===== config.mk =====
export PLATFORM = sky130hd
export DESIGN_NAME = switch_allocator
export DESIGN_NICKNAME = d
export VERILOG_FILES = /design/src/rtl/noc_pkg.sv /design/src/rtl/rr_arbiter.sv /design/src/rtl/switch_allocator.sv
export SDC_FILE = /design/constraint.sdc
export NUM_CORES = 1
export LEC_CHECK = 0
export BUFFER_PORTS_ARGS = -buffer_cell sky130_fd_sc_hd__buf_2
export CAP_MARGIN = 10
export CELL_PAD_IN_SITES_DETAIL_PLACEMENT = 1
export CELL_PAD_IN_SITES_GLOBAL_PLACEMENT = 2
export CORE_MARGIN = 2
export CORE_UTILIZATION = 37
export CTS_BUF_LIST = sky130_fd_sc_hd__clkbuf_16
export CTS_CLUSTER_SIZE = 10
export DETAILED_ROUTE_END_ITERATION = 10
export PLACE_DENSITY_LB_ADDON = 0.08
export RECOVER_POWER = 100
export SYNTH_ARGS = -nofsm -noshare
export SYNTH_HDL_FRONTEND = slang
export SYNTH_SLANG_ARGS = --single-unit

===== constraint.sdc =====
create_clock -name clk -period 4.7 [get_ports clk]
set_input_delay 0.235 -clock clk [delete_from_list [all_inputs] [get_ports clk]]
set_output_delay 0.235 -clock clk [all_outputs]
set_load 0.03 [all_outputs]

===== src/rtl/noc_pkg.sv =====
// Shared NoC router definitions: port count, port IDs and the per-output
// allocation state used by the switch allocator.
package noc_pkg;

  localparam int NUM_PORTS = 5;

  typedef logic [2:0] port_id_t;

  localparam port_id_t PORT_LOCAL = 3'd0;
  localparam port_id_t PORT_WEST  = 3'd1;
  localparam port_id_t PORT_NORTH = 3'd2;
  localparam port_id_t PORT_EAST  = 3'd3;
  localparam port_id_t PORT_SOUTH = 3'd4;

  typedef enum logic {
    OUT_IDLE   = 1'b0,
    OUT_LOCKED = 1'b1
  } out_state_e;

  function automatic port_id_t onehot_to_id(input logic [NUM_PORTS-1:0] oh);
    port_id_t id;
    id = '0;
    for (int i = 0; i < NUM_PORTS; i++) begin
      if (oh[i]) id = port_id_t'(i);
    end
    return id;
  endfunction

endpackage


===== src/rtl/rr_arbiter.sv =====
// Combinational round-robin arbiter: one-hot grant to the first requester
// at or after ptr, searching upward with wrap-around.
module rr_arbiter
  import noc_pkg::*;
(
  input  logic [NUM_PORTS-1:0] req,
  input  port_id_t             ptr,
  output logic [NUM_PORTS-1:0] grant
);

  logic [3:0] idx;
  logic       found;

  always_comb begin
    grant = '0;
    found = 1'b0;
    idx   = '0;
    for (int k = 0; k < NUM_PORTS; k++) begin
      idx = {1'b0, ptr} + 4'(k);
      if (idx >= 4'(NUM_PORTS)) idx = idx - 4'(NUM_PORTS);
      if (!found && (idx < 4'(NUM_PORTS)) && req[idx[2:0]]) begin
        grant[idx[2:0]] = 1'b1;
        found           = 1'b1;
      end
    end
  end

endmodule


===== src/rtl/switch_allocator.sv =====
// Packet-granular switch allocator: each output locks onto one input from
// head to tail flit, choosing among competing heads round-robin.
module switch_allocator #(
  parameter int NUM_PORTS = 5
) (
  input  logic                   clk,
  input  logic                   rst_n,
  input  logic [NUM_PORTS-1:0]   in_valid,
  input  logic [NUM_PORTS-1:0]   in_head,
  input  logic [NUM_PORTS-1:0]   in_tail,
  input  logic [3*NUM_PORTS-1:0] in_port_req,
  input  logic [NUM_PORTS-1:0]   out_ready,
  output logic [NUM_PORTS-1:0]   in_grant,
  output logic [NUM_PORTS-1:0]   out_valid,
  output logic [3*NUM_PORTS-1:0] xbar_sel
);
  import noc_pkg::*;

  out_state_e           state_q [NUM_PORTS];
  out_state_e           state_d [NUM_PORTS];
  port_id_t             owner_q [NUM_PORTS];
  port_id_t             owner_d [NUM_PORTS];
  port_id_t             ptr_q   [NUM_PORTS];
  port_id_t             ptr_d   [NUM_PORTS];
  port_id_t             req_id  [NUM_PORTS];
  logic [NUM_PORTS-1:0] arb_req [NUM_PORTS];
  logic [NUM_PORTS-1:0] arb_gnt [NUM_PORTS];
  logic [NUM_PORTS-1:0] owns;
  logic                 xfer;

  // An input already holding an output may not compete for another one.
  always_comb begin
    owns = '0;
    for (int o = 0; o < NUM_PORTS; o++) begin
      if (state_q[o] == OUT_LOCKED) owns[owner_q[o]] = 1'b1;
    end
    for (int i = 0; i < NUM_PORTS; i++) begin
      req_id[i] = in_port_req[3*i +: 3];
    end
    for (int o = 0; o < NUM_PORTS; o++) begin
      for (int i = 0; i < NUM_PORTS; i++) begin
        arb_req[o][i] = in_valid[i] & in_head[i] & ~owns[i] &
                        (req_id[i] == port_id_t'(o));
      end
    end
  end

  for (genvar g = 0; g < NUM_PORTS; g++) begin : g_arb
    rr_arbiter u_arb (
      .req   (arb_req[g]),
      .ptr   (ptr_q[g]),
      .grant (arb_gnt[g])
    );
  end

  always_comb begin
    in_grant  = '0;
    out_valid = '0;
    xbar_sel  = '0;
    xfer      = 1'b0;
    for (int o = 0; o < NUM_PORTS; o++) begin
      state_d[o] = state_q[o];
      owner_d[o] = owner_q[o];
      ptr_d[o]   = ptr_q[o];
      if (state_q[o] == OUT_LOCKED) begin
        out_valid[o]      = in_valid[owner_q[o]];
        xbar_sel[3*o +: 3] = owner_q[o];
        xfer              = in_valid[owner_q[o]] & out_ready[o];
        if (xfer) in_grant[owner_q[o]] = 1'b1;
        if (xfer && in_tail[owner_q[o]]) begin
          state_d[o] = OUT_IDLE;
          ptr_d[o]   = (owner_q[o] == port_id_t'(NUM_PORTS-1)) ? '0 : owner_q[o] + 3'd1;
        end
      end else if (|arb_gnt[o]) begin
        // Grant is registered into the lock; the first pop comes next cycle.
        state_d[o] = OUT_LOCKED;
        owner_d[o] = onehot_to_id(arb_gnt[o]);
      end
    end
  end

  always_ff @(posedge clk or negedge rst_n) begin
    if (!rst_n) begin
      for (int o = 0; o < NUM_PORTS; o++) begin
        state_q[o] <= OUT_IDLE;
        owner_q[o] <= '0;
        ptr_q[o]   <= '0;
      end
    end else begin
      for (int o = 0; o < NUM_PORTS; o++) begin
        state_q[o] <= state_d[o];
        owner_q[o] <= owner_d[o];
        ptr_q[o]   <= ptr_d[o];
      end
    end
  end

endmodule

After elaboration in Yosys (flattened, before gate mapping):

Index checks and enable logic that the tools add are counted.

* flip-flop bits (word level): 35
* bits of input ports: 37
* output and inout port bits: 25
* word-level logic and storage cells: 663

* add/sub/neg operators: 50
* order comparisons: 110
* equal/unequal tests: 25
* mux-type cells: 265
* bitwise operators: 78
* reduce and logical (&&, ||, !) cells: 120

Operators with widths (number)
* two-way mux 5 bit: 40
* OR 5 bit: 28
* < comparator 3 x 4 -> 1 bit (second input constant): 30
* two-way mux 1 bit: 110
* binary-select mux 1 bit (select 3 bit): 35
* < comparator 4 x 3 -> 1 bit (second input constant): 25
* two-way mux 4 bit: 25
* demux 1 bit (select 3 bit): 30
* greater-or-equal comparator 3 x 1 -> 1 bit (second input constant): 30
* greater-or-equal comparator 4 x 3 -> 1 bit (second input constant): 20
* logical AND 1 bit: 80
* subtractor 4 x 3 -> 4 bit (second input constant): 20
* two-way mux 3 bit: 25
* adder 3 x 2 -> 4 bit (second input constant): 10
* bitwise AND 1 bit: 40
* equality test 3 x 2 -> 1 bit (second input constant): 10
* equality test 3 bit (second input constant): 10
* OR reduction 5 bit: 5
* adder 3 x 1 -> 4 bit (second input constant): 5
* adder 3 x 3 -> 4 bit (second input constant): 5
* logical NOT 1 bit: 20
* AND reduction 2 bit: 10
* subtractor 3 x 3 -> 4 bit (second input constant): 5
* adder 3 x 1 -> 3 bit (second input constant): 5
* 4 further kinds: 25

Logic depth before layout (Yosys ltp):

* depth after elaboration: 40
* gate-level depth with buffers: 16
* mapped depth without buffers: 14

Cells and area by module:

Synthesis repeated with hierarchy kept, for this count alone.

* cells, all modules: 1373
* area total of the unflattened synthesis: 9829.4 um^2

By module, submodules not included
* rr_arbiter: instances 5, cells an instance 195, area each 1291.2 um^2, sequential area each 0.0 um^2
* switch_allocator: instances 1, cells an instance 398, area each 3373.2 um^2, sequential area each 875.8 um^2

Worst setup path before layout:

OpenSTA, ideal clock, no wires.

* path kind: flip-flop to flip-flop
* start: reg ptr_q[8] in the netlist's numbering
* end: reg owner_q[7] in the netlist's numbering
* library setup time: 125 ps
* data arrival time: 4015 ps
* required time: 4575 ps
* slack: 560 ps
* stages on the path, launching flop included: 15
* path buffers: 2
* period minus slack after synthesis: 4140 ps
* path through: dfrtp_1 > clkbuf_1 > clkbuf_1 > inv_1 > ha_1 > a21oi_1 > mux2i_1 > nand2_1 > o221a_2 > and2_1 > or3_4 > o32ai_1 > and4bb_2 > a31oi_2 > mux2_4

* longest elaborated chain between the ends: 25
* elaborated cells between the ends (all ways): 90
* classes of those cells: 9 x add/sub; 20 x order compare; 37 x mux; 4 x bitwise; 20 x reduce/logical

Ends and longest elaborated chain
* start: declaration: RTL line switch_allocator.sv:23 `port_id_t ptr_q [NUM_PORTS];`
* start signal: indexed assignment: RTL line switch_allocator.sv:93 `ptr_q[o] <= ptr_d[o];`
* branches (longest 21 deep; another with adder 3 x 1 -> 4 bit)
* two-way mux 5 bit (*): RTL line rr_arbiter.sv:21 `if (!found && (idx < 4'(NUM_PORTS)) && req[idx[2:0]]) begin`
* two-way mux 3 bit (3 in a row): RTL line noc_pkg.sv:24 `if (oh[i]) id = port_id_t'(i);`
* end signal: indexed assignment: RTL line switch_allocator.sv:92 `owner_q[o] <= owner_d[o];`
* end: declaration: RTL line switch_allocator.sv:21 `port_id_t owner_q [NUM_PORTS];`

Mark *: on every way between the ends. The select of a mux whose other input is x is not followed.
A chain may end at the register's enable or synchronous reset.

Final worst setup path:

* start: reg owner_q[7] in the netlist's numbering
* end: reg owner_q[2] in the netlist's numbering

* longest elaborated chain between the ends: 35
* elaborated cells between the ends (all ways): 66
* classes of those cells: 2 x order compare; 26 x mux; 22 x bitwise; 16 x reduce/logical

Ends and longest elaborated chain
* < comparator 3 x 4 -> 1 bit (implied by the code) or greater-or-equal comparator 3 x 1 -> 1 bit (tied branches): RTL line switch_allocator.sv:35 `if (state_q[o] == OUT_LOCKED) owns[owner_q[o]] = 1'b1;`
* logical AND 1 bit (implied by the code): RTL line switch_allocator.sv:35
* two-way mux 1 bit (implied by the code): RTL line switch_allocator.sv:35
* demux 1 bit (select 3 bit) (*): RTL line switch_allocator.sv:35
* OR 5 bit (no line) (*)
* two-way mux 5 bit (*): RTL line switch_allocator.sv:35
* OR 5 bit (no line)
* two-way mux 5 bit (*): RTL line switch_allocator.sv:35
* [17 not listed]
* logical NOT 1 bit: RTL line rr_arbiter.sv:21
* logical AND 1 bit (2 in a row): RTL line rr_arbiter.sv:21
* two-way mux 1 bit: RTL line rr_arbiter.sv:21
* logical NOT 1 bit: RTL line rr_arbiter.sv:21
* logical AND 1 bit (2 in a row): RTL line rr_arbiter.sv:21
* two-way mux 5 bit (*): RTL line rr_arbiter.sv:21
* OR reduction 5 bit or two-way mux 3 bit (tied branches): RTL line switch_allocator.sv:74, noc_pkg.sv:24
* AND reduction 2 bit (no line) or two-way mux 3 bit (tied branches)

Every way passes the cells marked *; elsewhere a longest branch is shown, timed or not. The select of a mux whose other input is x is not followed.

==> impl_results.md <==
* Status: finished with violations
* Failing checks: max-capacitance violations, max-slew violations
* CTS tree: built
* Inserted Clock Buffers at 5
* Initial Utilization at 37.4%
* Total gr overflow at 0
* Final setup violation count at 0
* CP Capture Type: flop
* Cells after Synth at 1,364
* Syn Area/Cell at 7.09 um2
* Global-route wire length before repair at 62,700 um
* Number of synthesized flops with an enable pin at 0
* Routed WL at 40,000 um
* Post-CTS sizing at 0
* Ratio of cells with drive above 1 in the final layout at 10.8%
* Max Transition Viols Final at 36
* DP HPWL at 31,800 um
* Clk sinks at 35
* Rows at 59
* DP Cell Count at 1,729
* Hold WC Path Type: in2reg
* Io pins at 62
* Register area share after synthesis at 9.05%
* Crit path kind: reg2reg
* Port Buf Inserts at 61
* Post-layout instance count excluding filler cells at 1,737
* Area Overhead vs Synth at 9.13%
* Max Freq at 225 MHz
* CP Data Required Time at 4870 ps
* Max-Cap Viols at 1
* Via count at 11,100
* RSZ-0062 raised after global routing: false
* Synthesized flop and latch total at 35
* Worst-margin pin slew at 2340 ps
* CP Launch Type: flop
* Final nets at 1,508
* CP Data Arrival Time at 4630 ps
* Vias in the first global route at 11,000
* VDD IR max at 0.391 mV
* Fill cell count at 3,356
* Leak Pwr at 0.00408 uW
* Async SR Flop Fraction at 100%
* Netlist Area Pre-Place at 9670 um2
* Core Area at 25,800 um2
* Number of routed nets with antenna violations at 0
* Placer congestion estimate at 0.903
* Dominant synthesized flop cell: dfrtp_1
* Iter 0 DRT Violations at 704
* Crit path time final at 4450 ps
* H-tree depth at 2
* Hold violation count in the final report at 0
* Hold Buf Count CTS at 0
* Initial antenna violation count at 0
* Period utilisation layout at 94.7%
* Post-Syn Nets at 1,471
* Max_slew headroom at -55.8%
* Total GRT Usage at 28.0%
* Vias per Instance at 6.41
* Post-layout power at 5200 uW
* # Post-CTS Setup Buffers at 0
* Worst-Skew Late Latency at 300 ps
* CTS max path bufs at 2
* Syn. warnings at 0
* Antenna Cells at 0
* Die width at 166 um
* Die Ht at 166 um
* Max FO, Critical Path at 11
* DRC Markers at 0
* Largest net degree at the start of global routing at 36
* Skew final at 11.2 ps
* Clock-pin slew on the worst setup and hold paths at 70 ps
* Root buffer cell: clkbuf_16
* Yosys cell types at 100
* Die ar. at 27,500 um2
* Pwr dens at 493 nW/um2
* Fin Setup TNS at 0 ps
* Routed WL per cell at 23.0 um
* First-pass DRT Iterations at 5
==> Yosys cell counts (16+ instances only) <==
cell type  count  area, um2
ha_1          65        813
xnor2_1       25        219
and2_1        27        169
o21ai_0       72        360
o211ai_1      17        128
nand3b_1      16        120
a21oi_1       96        480
nor2_1       105        394
or3_1         19        119
a31oi_1       23        144
nand2b_1      40        250
a211oi_1      22        165
buf_2         16       80.1
o22ai_1       39        244
mux2i_1       41        410
nand3_1       62        310
nor4_1        18        113
inv_1         67        251
nand4_1       20        125
clkbuf_1      48        180
and3_1        28        175
nor3_1        53        265
nor2b_1       28        175
nand2_1       85        319
dfrtp_1       35        876
==> final cells by class <==
class,count,area (um2),share of cell area [%]
tap,335,419,3.97
multi-input combinational,1185,8220,77.8
timing repair buffer,104,591,5.59
clock inverter,3,67.6,0.640
clock buffer,5,125,1.19
inverter,70,263,2.49
sequential,35,876,8.30
==> state kept, by name (all words and copies together), names as in the netlist <==
name     cells
owner_q     15
ptr_q       15
state_q      5
==> where the power goes <==
group          internal [uW]  switching, uW
logic                   1550           2690
clock network            305            157
registers                354            143
total                   2210           2990
==> routing by layer <==
layer	track usage, %	vias to the layer above	part of all wire, %
met4	6.12	0	1.9
met5	0	-	0
met2	49.4	263	49
met3	1.94	47	3.2
li1	-	5282	-
met1	37.5	5542	46
==> worst max-delay path, cell delays in order (launching register included) <==
cell and delay (ps):
dfrtp_1 440, clkbuf_1 500, nor2_1 190, a2111oi_4 630, clkbuf_1 410, and2_1 270
o221ai_1 120, a221oi_1 540, nand2_1 220, o311a_1 380, and4_1 210, a41oi_1 290
o22ai_1 130
==> placed cells by master, fill, tap and decap left out, types with 12 or more instances in the layout <==
cell type,n
nor2_1,105
a21oi_1,96
nand2_1,85
o21ai_0,72
inv_1,67
ha_1,65
nand3_1,62
nor3_1,53
buf_2,43
mux2i_1,41
nand2b_1,40
o22ai_1,39
buf_4,39
dfrtp_1,35
nor2b_1,28
and3_1,28
xnor2_1,25
a31oi_1,24
a211oi_1,22
clkbuf_1,22
nand4_1,21
and2_1,20
or3_1,19
nor4_1,18
o211ai_1,17
nand3b_1,16
o31ai_1,14
a21o_1,14
and4_1,13
mux2_2,12
a22oi_1,12
==> worst paths after layout <==
check,from,to,slack [ps],depth (start not counted)
worst max-delay path,owner_q[7]$_DFFE_PN0P_,owner_q[2]$_DFFE_PN0P_,250,12
worst min-delay path,out_ready[1],state_q[3]$_DFF_PN0_,440,3
worst max register to register,owner_q[7]$_DFFE_PN0P_,owner_q[2]$_DFFE_PN0P_,250,12
worst min register to register,ptr_q[8]$_DFFE_PN0P_,ptr_q[8]$_DFFE_PN0P_,520,2
max in group asynchronous,rst_n,owner_q[6]$_DFFE_PN0P_,2730,1
min in group asynchronous,rst_n,ptr_q[10]$_DFFE_PN0P_,630,1
==> kinds of logic after synthesis <==
group | share of synthesized area (%)
AOI/OAI and AO/OA | 30.4
xor gates and xnor gates | 2.72
adders and majority gates | 9.44
buffers and inverters | 5.99
DFF | 9.05
muxes | 6.76
and+or+nand+nor | 35.7
==> stage by stage <==
stage / area [um2] / setup slack, ps / hold slack [ps] / util, %
CTS: 10600 / 494 / 112 / 41.1
global placement: 10400 / 563 / 439 / 40.3
detailed placement: 10400 / 516 / 437 / 40.3
global route: 10600 / 47.2 / 467 / 40.9
finish: 10600 / 248 / 441 / 40.9
floorplan: 9670 / 560 / -60.6 / -
(Power assumes the default switching activity.)
